`config.mk`:
```
export PLATFORM = sky130hd
export DESIGN_NAME = dsi_lanes_arbiter
export DESIGN_NICKNAME = d
export VERILOG_FILES = /design/src/rtl/dsi_lanes_arbiter.sv
export SDC_FILE = /design/constraint.sdc
export NUM_CORES = 1
export LEC_CHECK = 0
export CORE_UTILIZATION = 30
export CTS_BUF_LIST = sky130_fd_sc_hd__clkbuf_2
export DETAILED_ROUTE_END_ITERATION = 8
export HOLD_SLACK_MARGIN = 0.02
export PLACE_DENSITY = 0.78
export SLEW_MARGIN = 20
export SYNTH_ARGS = -nofsm -noshare
export SYNTH_HDL_FRONTEND = slang
export SYNTH_SLANG_ARGS = --single-unit
```
`constraint.sdc`:
```
create_clock -name clk_sys -period 5.89 [get_ports clk_sys]
set_clock_uncertainty 0.15 [all_clocks]
set_input_delay 1.4725 -clock clk_sys [delete_from_list [all_inputs] [get_ports clk_sys]]
set_output_delay 1.4725 -clock clk_sys [all_outputs]
set_load 0.01 [all_outputs]
```
`src/rtl/dsi_lanes_arbiter.sv`:
```
// ============================================================================
// Module      : dsi_lanes_arbiter
// Description : Packet arbiter and lane distributor for the four DSI lane
//               FIFOs. Two requesters are served round-robin:
//               - cmd (requester 0) carries LP or HS packets.
//               - vid (requester 1) carries HS packets only.
//               Each accepted beat is spread over lanes 0..eff-1 in the
//               33-bit lane word {lane3, lane2, lane1, lpm, lane0}.
//               After each packet the arbiter waits for the enabled lanes to
//               drain, then holds an idle gap, so every lane returns to LP-11
//               between packets.
// Ports       : clk_sys, rst_n       clock, async active-low reset
//               cfg_lanes_number     active lanes minus 1 (latched at grant)
//               cfg_gap_cycles       post-drain idle cycles (0 -> DEFAULT_GAP)
//               lines_ready          LP readiness from the lanes controller
//               clock_ready          HS readiness from the lanes controller
//               cmd_* / vid_*        valid/ready beat streams
//               fifo_data            lane-FIFO write word
//               fifo_write           per-lane write strobes
//               fifo_full            per-lane full flags
//               fifo_empty           per-lane empty flags
//               busy                 arbiter not idle
//               err_cnt              sticky illegal-count flag
// Options     : DSI_ARB_STATS_EN adds the stat_* packet/stall counters.
// Revision    : 1.0 - initial release
// ============================================================================
`default_nettype none

module dsi_lanes_arbiter #(
    parameter int               GAP_W       = 8,
    parameter logic [GAP_W-1:0] DEFAULT_GAP = 8'd4
) (
    input  logic             clk_sys,
    input  logic             rst_n,
    input  logic [1:0]       cfg_lanes_number,
    input  logic [GAP_W-1:0] cfg_gap_cycles,
    input  logic             lines_ready,
    input  logic             clock_ready,
    input  logic             cmd_valid,
    output logic             cmd_ready,
    input  logic [31:0]      cmd_data,
    input  logic [2:0]       cmd_cnt,
    input  logic             cmd_last,
    input  logic             cmd_lp,
    input  logic             vid_valid,
    output logic             vid_ready,
    input  logic [31:0]      vid_data,
    input  logic [2:0]       vid_cnt,
    input  logic             vid_last,
    output logic [32:0]      fifo_data,
    output logic [3:0]       fifo_write,
    input  logic [3:0]       fifo_full,
    input  logic [3:0]       fifo_empty,
    output logic             busy,
    output logic             err_cnt
`ifdef DSI_ARB_STATS_EN
    ,
    output logic [15:0]      stat_cmd_pkts,
    output logic [15:0]      stat_vid_pkts,
    output logic [15:0]      stat_stall_cycles
`endif
);

    typedef enum logic [1:0] {
        S_IDLE  = 2'd0,
        S_XFER  = 2'd1,
        S_DRAIN = 2'd2,
        S_GAP   = 2'd3
    } state_t;

    localparam logic [GAP_W-1:0] c_gap_one = GAP_W'(1);

    state_t           r_state;
    state_t           w_state_nxt;
    logic             r_gnt;      // 0 = cmd owns the lanes, 1 = vid
    logic             r_rr;       // favoured requester when both are eligible
    logic             r_lp;
    logic [1:0]       r_lanes;
    logic [GAP_W-1:0] r_gap_cnt;
    logic             r_err;

    logic             w_cmd_elig;
    logic             w_vid_elig;
    logic             w_any_elig;
    logic             w_pick_vid;
    logic             w_g_valid;
    logic [31:0]      w_g_data;
    logic [2:0]       w_g_cnt;
    logic             w_g_last;
    logic [2:0]       w_lanes_p1;
    logic [2:0]       w_eff;
    logic [3:0]       w_mask;
    logic [3:0]       w_en_mask;
    logic             w_illegal;
    logic             w_lane_ready;
    logic             w_xfer;
    logic             w_accept;
    logic             w_drained;
    logic [GAP_W-1:0] w_gap_load;
    logic [7:0]       w_b0, w_b1, w_b2, w_b3;

    // ------------------------------------------------------------------
    // Eligibility and round-robin pick (only used in IDLE)
    // ------------------------------------------------------------------
    assign w_cmd_elig = cmd_valid & (cmd_lp ? lines_ready : clock_ready);
    assign w_vid_elig = vid_valid & clock_ready;
    assign w_any_elig = w_cmd_elig | w_vid_elig;
    assign w_pick_vid = (w_cmd_elig & w_vid_elig) ? r_rr : w_vid_elig;

    // ------------------------------------------------------------------
    // Granted-stream mux and lane mask
    // ------------------------------------------------------------------
    assign w_g_valid  = r_gnt ? vid_valid : cmd_valid;
    assign w_g_data   = r_gnt ? vid_data  : cmd_data;
    assign w_g_cnt    = r_gnt ? vid_cnt   : cmd_cnt;
    assign w_g_last   = r_gnt ? vid_last  : cmd_last;
    assign w_lanes_p1 = {1'b0, r_lanes} + 3'd1;

    // A zero count writes nothing; LP packets only ever use lane 0.
    always_comb begin
        w_eff = w_g_cnt;
        if (w_g_cnt == 3'd0)
            w_eff = 3'd0;
        else if (r_lp)
            w_eff = 3'd1;
        else if (w_g_cnt > w_lanes_p1)
            w_eff = w_lanes_p1;
    end

    always_comb begin
        case (w_eff)
            3'd0:    w_mask = 4'b0000;
            3'd1:    w_mask = 4'b0001;
            3'd2:    w_mask = 4'b0011;
            3'd3:    w_mask = 4'b0111;
            default: w_mask = 4'b1111;
        endcase
    end

    always_comb begin
        case (r_lanes)
            2'd0:    w_en_mask = 4'b0001;
            2'd1:    w_en_mask = 4'b0011;
            2'd2:    w_en_mask = 4'b0111;
            default: w_en_mask = 4'b1111;
        endcase
    end

    assign w_illegal    = (w_g_cnt == 3'd0) || (w_g_cnt > w_lanes_p1) ||
                          (r_lp && (w_g_cnt > 3'd1));
    assign w_lane_ready = ~|(fifo_full & w_mask);
    assign w_xfer       = (r_state == S_XFER);
    assign w_accept     = w_xfer & w_g_valid & w_lane_ready;
    assign w_drained    = &(fifo_empty | ~w_en_mask);
    assign w_gap_load   = (cfg_gap_cycles == '0) ? DEFAULT_GAP : cfg_gap_cycles;

    assign w_b0 = w_mask[0] ? w_g_data[7:0]   : 8'h00;
    assign w_b1 = w_mask[1] ? w_g_data[15:8]  : 8'h00;
    assign w_b2 = w_mask[2] ? w_g_data[23:16] : 8'h00;
    assign w_b3 = w_mask[3] ? w_g_data[31:24] : 8'h00;

    // ------------------------------------------------------------------
    // FSM state register
    // ------------------------------------------------------------------
    always_ff @(posedge clk_sys or negedge rst_n) begin
        if (!rst_n)
            r_state <= S_IDLE;
        else
            r_state <= w_state_nxt;
    end

    // ------------------------------------------------------------------
    // FSM next state and outputs (zero-latency write path)
    // ------------------------------------------------------------------
    always_comb begin
        w_state_nxt = r_state;
        cmd_ready   = 1'b0;
        vid_ready   = 1'b0;
        fifo_write  = 4'b0000;
        fifo_data   = 33'd0;
        case (r_state)
            S_IDLE: begin
                if (w_any_elig)
                    w_state_nxt = S_XFER;
            end
            S_XFER: begin
                cmd_ready = ~r_gnt & w_lane_ready;
                vid_ready =  r_gnt & w_lane_ready;
                if (w_accept && (w_mask != 4'b0000)) begin
                    fifo_write = w_mask;
                    fifo_data  = {w_b3, w_b2, w_b1, r_lp, w_b0};
                end
                if (w_accept && w_g_last)
                    w_state_nxt = S_DRAIN;
            end
            S_DRAIN: begin
                if (w_drained)
                    w_state_nxt = S_GAP;
            end
            default: begin
                // Counter <= 1 also covers a zero gap, giving at least one cycle.
                if (r_gap_cnt <= c_gap_one)
                    w_state_nxt = S_IDLE;
            end
        endcase
    end

    // ------------------------------------------------------------------
    // Grant, round-robin, gap counter and error flag
    // ------------------------------------------------------------------
    always_ff @(posedge clk_sys or negedge rst_n) begin
        if (!rst_n) begin
            r_gnt     <= 1'b0;
            r_rr      <= 1'b0;
            r_lp      <= 1'b0;
            r_lanes   <= 2'd0;
            r_gap_cnt <= '0;
            r_err     <= 1'b0;
        end else begin
            if ((r_state == S_IDLE) && w_any_elig) begin
                r_gnt   <= w_pick_vid;
                r_lp    <= ~w_pick_vid & cmd_lp;
                r_lanes <= cfg_lanes_number;
            end
            if (w_accept && w_g_last)
                r_rr <= ~r_gnt;
            if (w_accept && w_illegal)
                r_err <= 1'b1;
            if ((r_state == S_DRAIN) && w_drained)
                r_gap_cnt <= w_gap_load;
            else if (r_state == S_GAP)
                r_gap_cnt <= r_gap_cnt - c_gap_one;
        end
    end

    assign busy    = (r_state != S_IDLE);
    assign err_cnt = r_err;

`ifdef DSI_ARB_STATS_EN
    always_ff @(posedge clk_sys or negedge rst_n) begin
        if (!rst_n) begin
            stat_cmd_pkts     <= 16'd0;
            stat_vid_pkts     <= 16'd0;
            stat_stall_cycles <= 16'd0;
        end else begin
            if (w_accept && w_g_last && !r_gnt)
                stat_cmd_pkts <= stat_cmd_pkts + 16'd1;
            if (w_accept && w_g_last && r_gnt)
                stat_vid_pkts <= stat_vid_pkts + 16'd1;
            if (w_xfer && w_g_valid && !w_lane_ready)
                stat_stall_cycles <= stat_stall_cycles + 16'd1;
        end
    end
`endif

endmodule

`default_nettype wire
```
==> flow_results.org <==
** CTS
- The clock reaches the later pin of the worst-skew pair after 0.31 ns.
- In this run the number of H-tree levels came out at 1.
- Maximum clock path buffer count :: 2
- Clock input transition at the sequential cells of the worst setup and hold paths :: 0.18 ns
- CTS tree :: done
- The tree is rooted in a sky130_fd_sc_hd__clkbuf_2.
- Total number of clock tree sinks :: 16
- In this run, CTS created clock tree buffers numbering 3.

** Die
- Number of placement rows :: 29
- Initial core utilization :: 0.312
- The total area inside the core boundary comes to 0.00635 mm².
- During I/O placement, the number of pins put on the boundary was 138.
- Total die area :: 0.00693 mm²
- From bottom edge to top edge, the die measures 83.2 µm.
- The die is 83.2 µm wide.

** Global routing
- For met1 alone, demand over resource in global routing was 0.245.
- Summed over all layers, the global routing overflow is 0.
- Antenna violations before repair :: 0
- Pin count of the biggest net entering global routing :: 27
- The first global-routing pass estimated about 11,000 µm of wire.
- Met3 track demand over resource :: 0.0249
- Number of global-route vias before repair :: about 2,400
- In this run the most used layer during global routing was met2.
- Global-route usage over all layers :: 0.198
- GR Util met2 :: 0.363

** Synth
- The average instance in the mapped netlist occupies 8.72 µm².
- Post-synth cell types :: 50
- Most common cell in the netlist :: sky130_fd_sc_hd__mux2i_1
- Synthesis warning total :: 0
- The biggest area contributor in the post-synthesis netlist is sky130_fd_sc_hd__dfrtp_1.
- In the synthesized netlist the dominant register cell turns out to be sky130_fd_sc_hd__dfrtp_1.
- Area share of the largest cell type after synthesis :: 0.202
- Number of register bits inferred by synthesis :: 16
- Mapped Area :: roughly 0.0020 mm²
- The number of nets handed over by synthesis was 338.
- Post-synthesis cell count :: 227
- Number of enable flip-flop cells after synthesis :: 0
- Ranked by instance count, the synthesized netlist is headed by 36 x sky130_fd_sc_hd__mux2i_1, 27 x sky130_fd_sc_hd__nor2_1, 17 x sky130_fd_sc_hd__inv_1.
- Portion of the post-synthesis area used by sequential elements :: 0.202
- Fraction of registers with async set/reset :: 1.00
- Leading post-synthesis cells by cell area :: sky130_fd_sc_hd__dfrtp_1 20%, sky130_fd_sc_hd__mux2i_1 18%, sky130_fd_sc_hd__ha_1 8.8%, sky130_fd_sc_hd__nor2_1 5.1%, sky130_fd_sc_hd__nor2_2 5.1%

** Route
- Summing over every cut layer, the via total after detailed routing is ~2,300.
- Number of remaining DRC errors :: 0
- In the final routed layout, each cell accounts on average for 14.7 µm.
- Routed WL :: 6860 µm
- Dividing the detail-routed via count by the number of cells gives approximately 5.0.
- Number of nets with antenna violations after routing :: 0
- The pre-antenna-repair detailed-routing pass consisted of 4 iterations.
- Number of design-rule violations left by the first detailed-router iteration :: 103

** Flow run
- Max-Cap Viols :: 0

** STA
- Of the available clock period, the critical path in the final layout requires 0.986.
- Subtracting the final worst setup slack from the clock period gives between 5 and 6 ns.
- Headroom to the max-slew limit came out at 0.518.
- Measured slew at the worst slew-check pin :: 0.720 ns
- Setup slack closes at 0.0805 ns.
- The number of hold violations in the final report came to 0.
- Setup TNS after final layout :: 0 ns
- Final Slew Violations :: 0
- Derived from the worst setup path, the maximum achievable clock frequency is 0.172 GHz.
- The tightest hold path in the finished design has a slack of 0.343 ns.
- Setup violations remaining at the end of the flow were counted as 0.

** Layout
- The number of antenna diodes in the final layout is 0.
- Final core utilization :: 0.566
- In the final layout, the share of cells above drive strength 1 is 0.306.
- Fill cells in the final layout number 586.
- Number of nets in the layout :: around 500
- From synthesis to final layout, the design area changed by 81.4%.

** Place
- Once detailed placement completed, the half-perimeter wirelength came to 5310 µm.
- Prior to clock tree synthesis, the placed netlist has a worst setup slack of -0.626 ns.
- Number of input and output port buffers inserted :: about 140
- Routability-driven placement finished with a final weighted congestion of just under 0.8.

** Critical path
- The worst setup path is launched from an input port.
- STA classifies the critical path endpoint as an output port.
- At the worst endpoint, the required time is 4.27 ns.
- WS Path Type :: input port to output port
- WP data arrival :: around 4.2 ns
- Maximum fanout along the worst path :: 6

** Pwr
- Power spread over the standard cell area amounts to 404 mW/mm².
- The analysis attributes to cell leakage a power of about 1.7 nW.
- Maximum resistive drop on vdd :: 0.000259 V
- Power comes to ~1.5 mW.

** Hold path
- Class of the tightest hold or removal check :: flop to flop

** Run status
- The run finished with clean final reports.
[final cells by class]
type / instances / area (µm²) / share of cell area
multi-input cells: 182 / 1540 / 0.429
repair buffers: 167 / 1460 / 0.406
flip-flops and latches: 16 / 402 / 0.112
well taps: 77 / 96.3 / 0.0268
inverters: 20 / 75.1 / 0.0209
clock buffers: 3 / 15.0 / 0.00418
clock inverters: 1 / 3.75 / 0.00105
[state kept, by name (all words and copies together) (netlist names)]
| signal | cells |
|---|---|
| r_gap_cnt | 8 |
| r_lanes | 2 |
| r_state | 2 |
| err_cnt | 1 |
| r_gnt | 1 |
| r_lp | 1 |
| r_rr | 1 |
[critical path, cell delays in order]
cell and delay, ns:
sky130_fd_sc_hd__dlygate4sd2_1 0.25, sky130_fd_sc_hd__mux2i_2 0.21, sky130_fd_sc_hd__ha_2 0.20, sky130_fd_sc_hd__and3b_2 0.21
sky130_fd_sc_hd__o21ai_4 0.28, sky130_fd_sc_hd__mux2i_2 0.30, sky130_fd_sc_hd__o21ai_4 0.10, sky130_fd_sc_hd__o31ai_1 0.20
sky130_fd_sc_hd__or4b_4 0.54, sky130_fd_sc_hd__buf_8 0.17, sky130_fd_sc_hd__nor2_2 0.10, sky130_fd_sc_hd__buf_2 0.13
[per-stage QoR]
step	area, µm²	cells
6_report	3590	466
5_1_grt	3590	466
4_1_cts	3620	463
3_5_place_dp	3490	446
3_3_place_gp	3490	446
2_1_floorplan	1980	227
[per-layer routing]
metal / share of wire / vias up
li1: - / 1133
met1: 0.41 / 1090
met2: 0.53 / 85
met3: 0.052 / 9
met4: 0.0086 / 0
met5: 0 / -
[cells by family after synthesis]
| group | share of synthesized area |
|---|---|
| flops | 0.202 |
| fa+ha+maj | 0.0885 |
| xor+xnor | 0.0310 |
| compound gates | 0.178 |
| mux | 0.228 |
| buf+inv | 0.0727 |
| simple gates | 0.200 |
[layout by cell type (no fill, tap or decap), drive strengths merged, types with 9 or more instances in the layout]
cell type and count:
a21oi 9, buf 45, clkbuf 25, clkdlybuf4s50 92, dfrtp 16, ha 14, inv 20, mux2i 37
nand2 10, nor2 43
[power by group]
part / switching, mW / internal (mW) / total (mW)
Sequential: 0.0807 / 0.162 / 0.242
Clock: 0.0374 / 0.0148 / 0.0522
Combinational: 0.545 / 0.613 / 1.16
Total: 0.663 / 0.790 / 1.45
[timing repair]
| item | 4_1_cts | 5_1_grt |
|---|---|---|
| cloned | 2 | 0 |
| resized for setup | 114 | 48 |
| hold buffers | 0 | 0 |
| endpoints found under the setup margin | 39 | 39 |
| pin swaps | 15 | 8 |
| buffers inserted | 11 | 3 |
[worst paths after layout]
path                                  from             to  slack (ns)  cells after the start
worst max-delay path            vid_cnt[0]  fifo_data[19]        0.08                     12
worst min-delay path               err_cnt        err_cnt        0.34                      1
worst max register to register       r_gnt     r_state[1]        2.06                     13
worst min register to register     err_cnt        err_cnt        0.34                      1
max in group asynchronous            rst_n          r_gnt        3.69                      1
min in group asynchronous            rst_n     r_state[1]        1.41                      1
(Power assumes the default switching activity.)
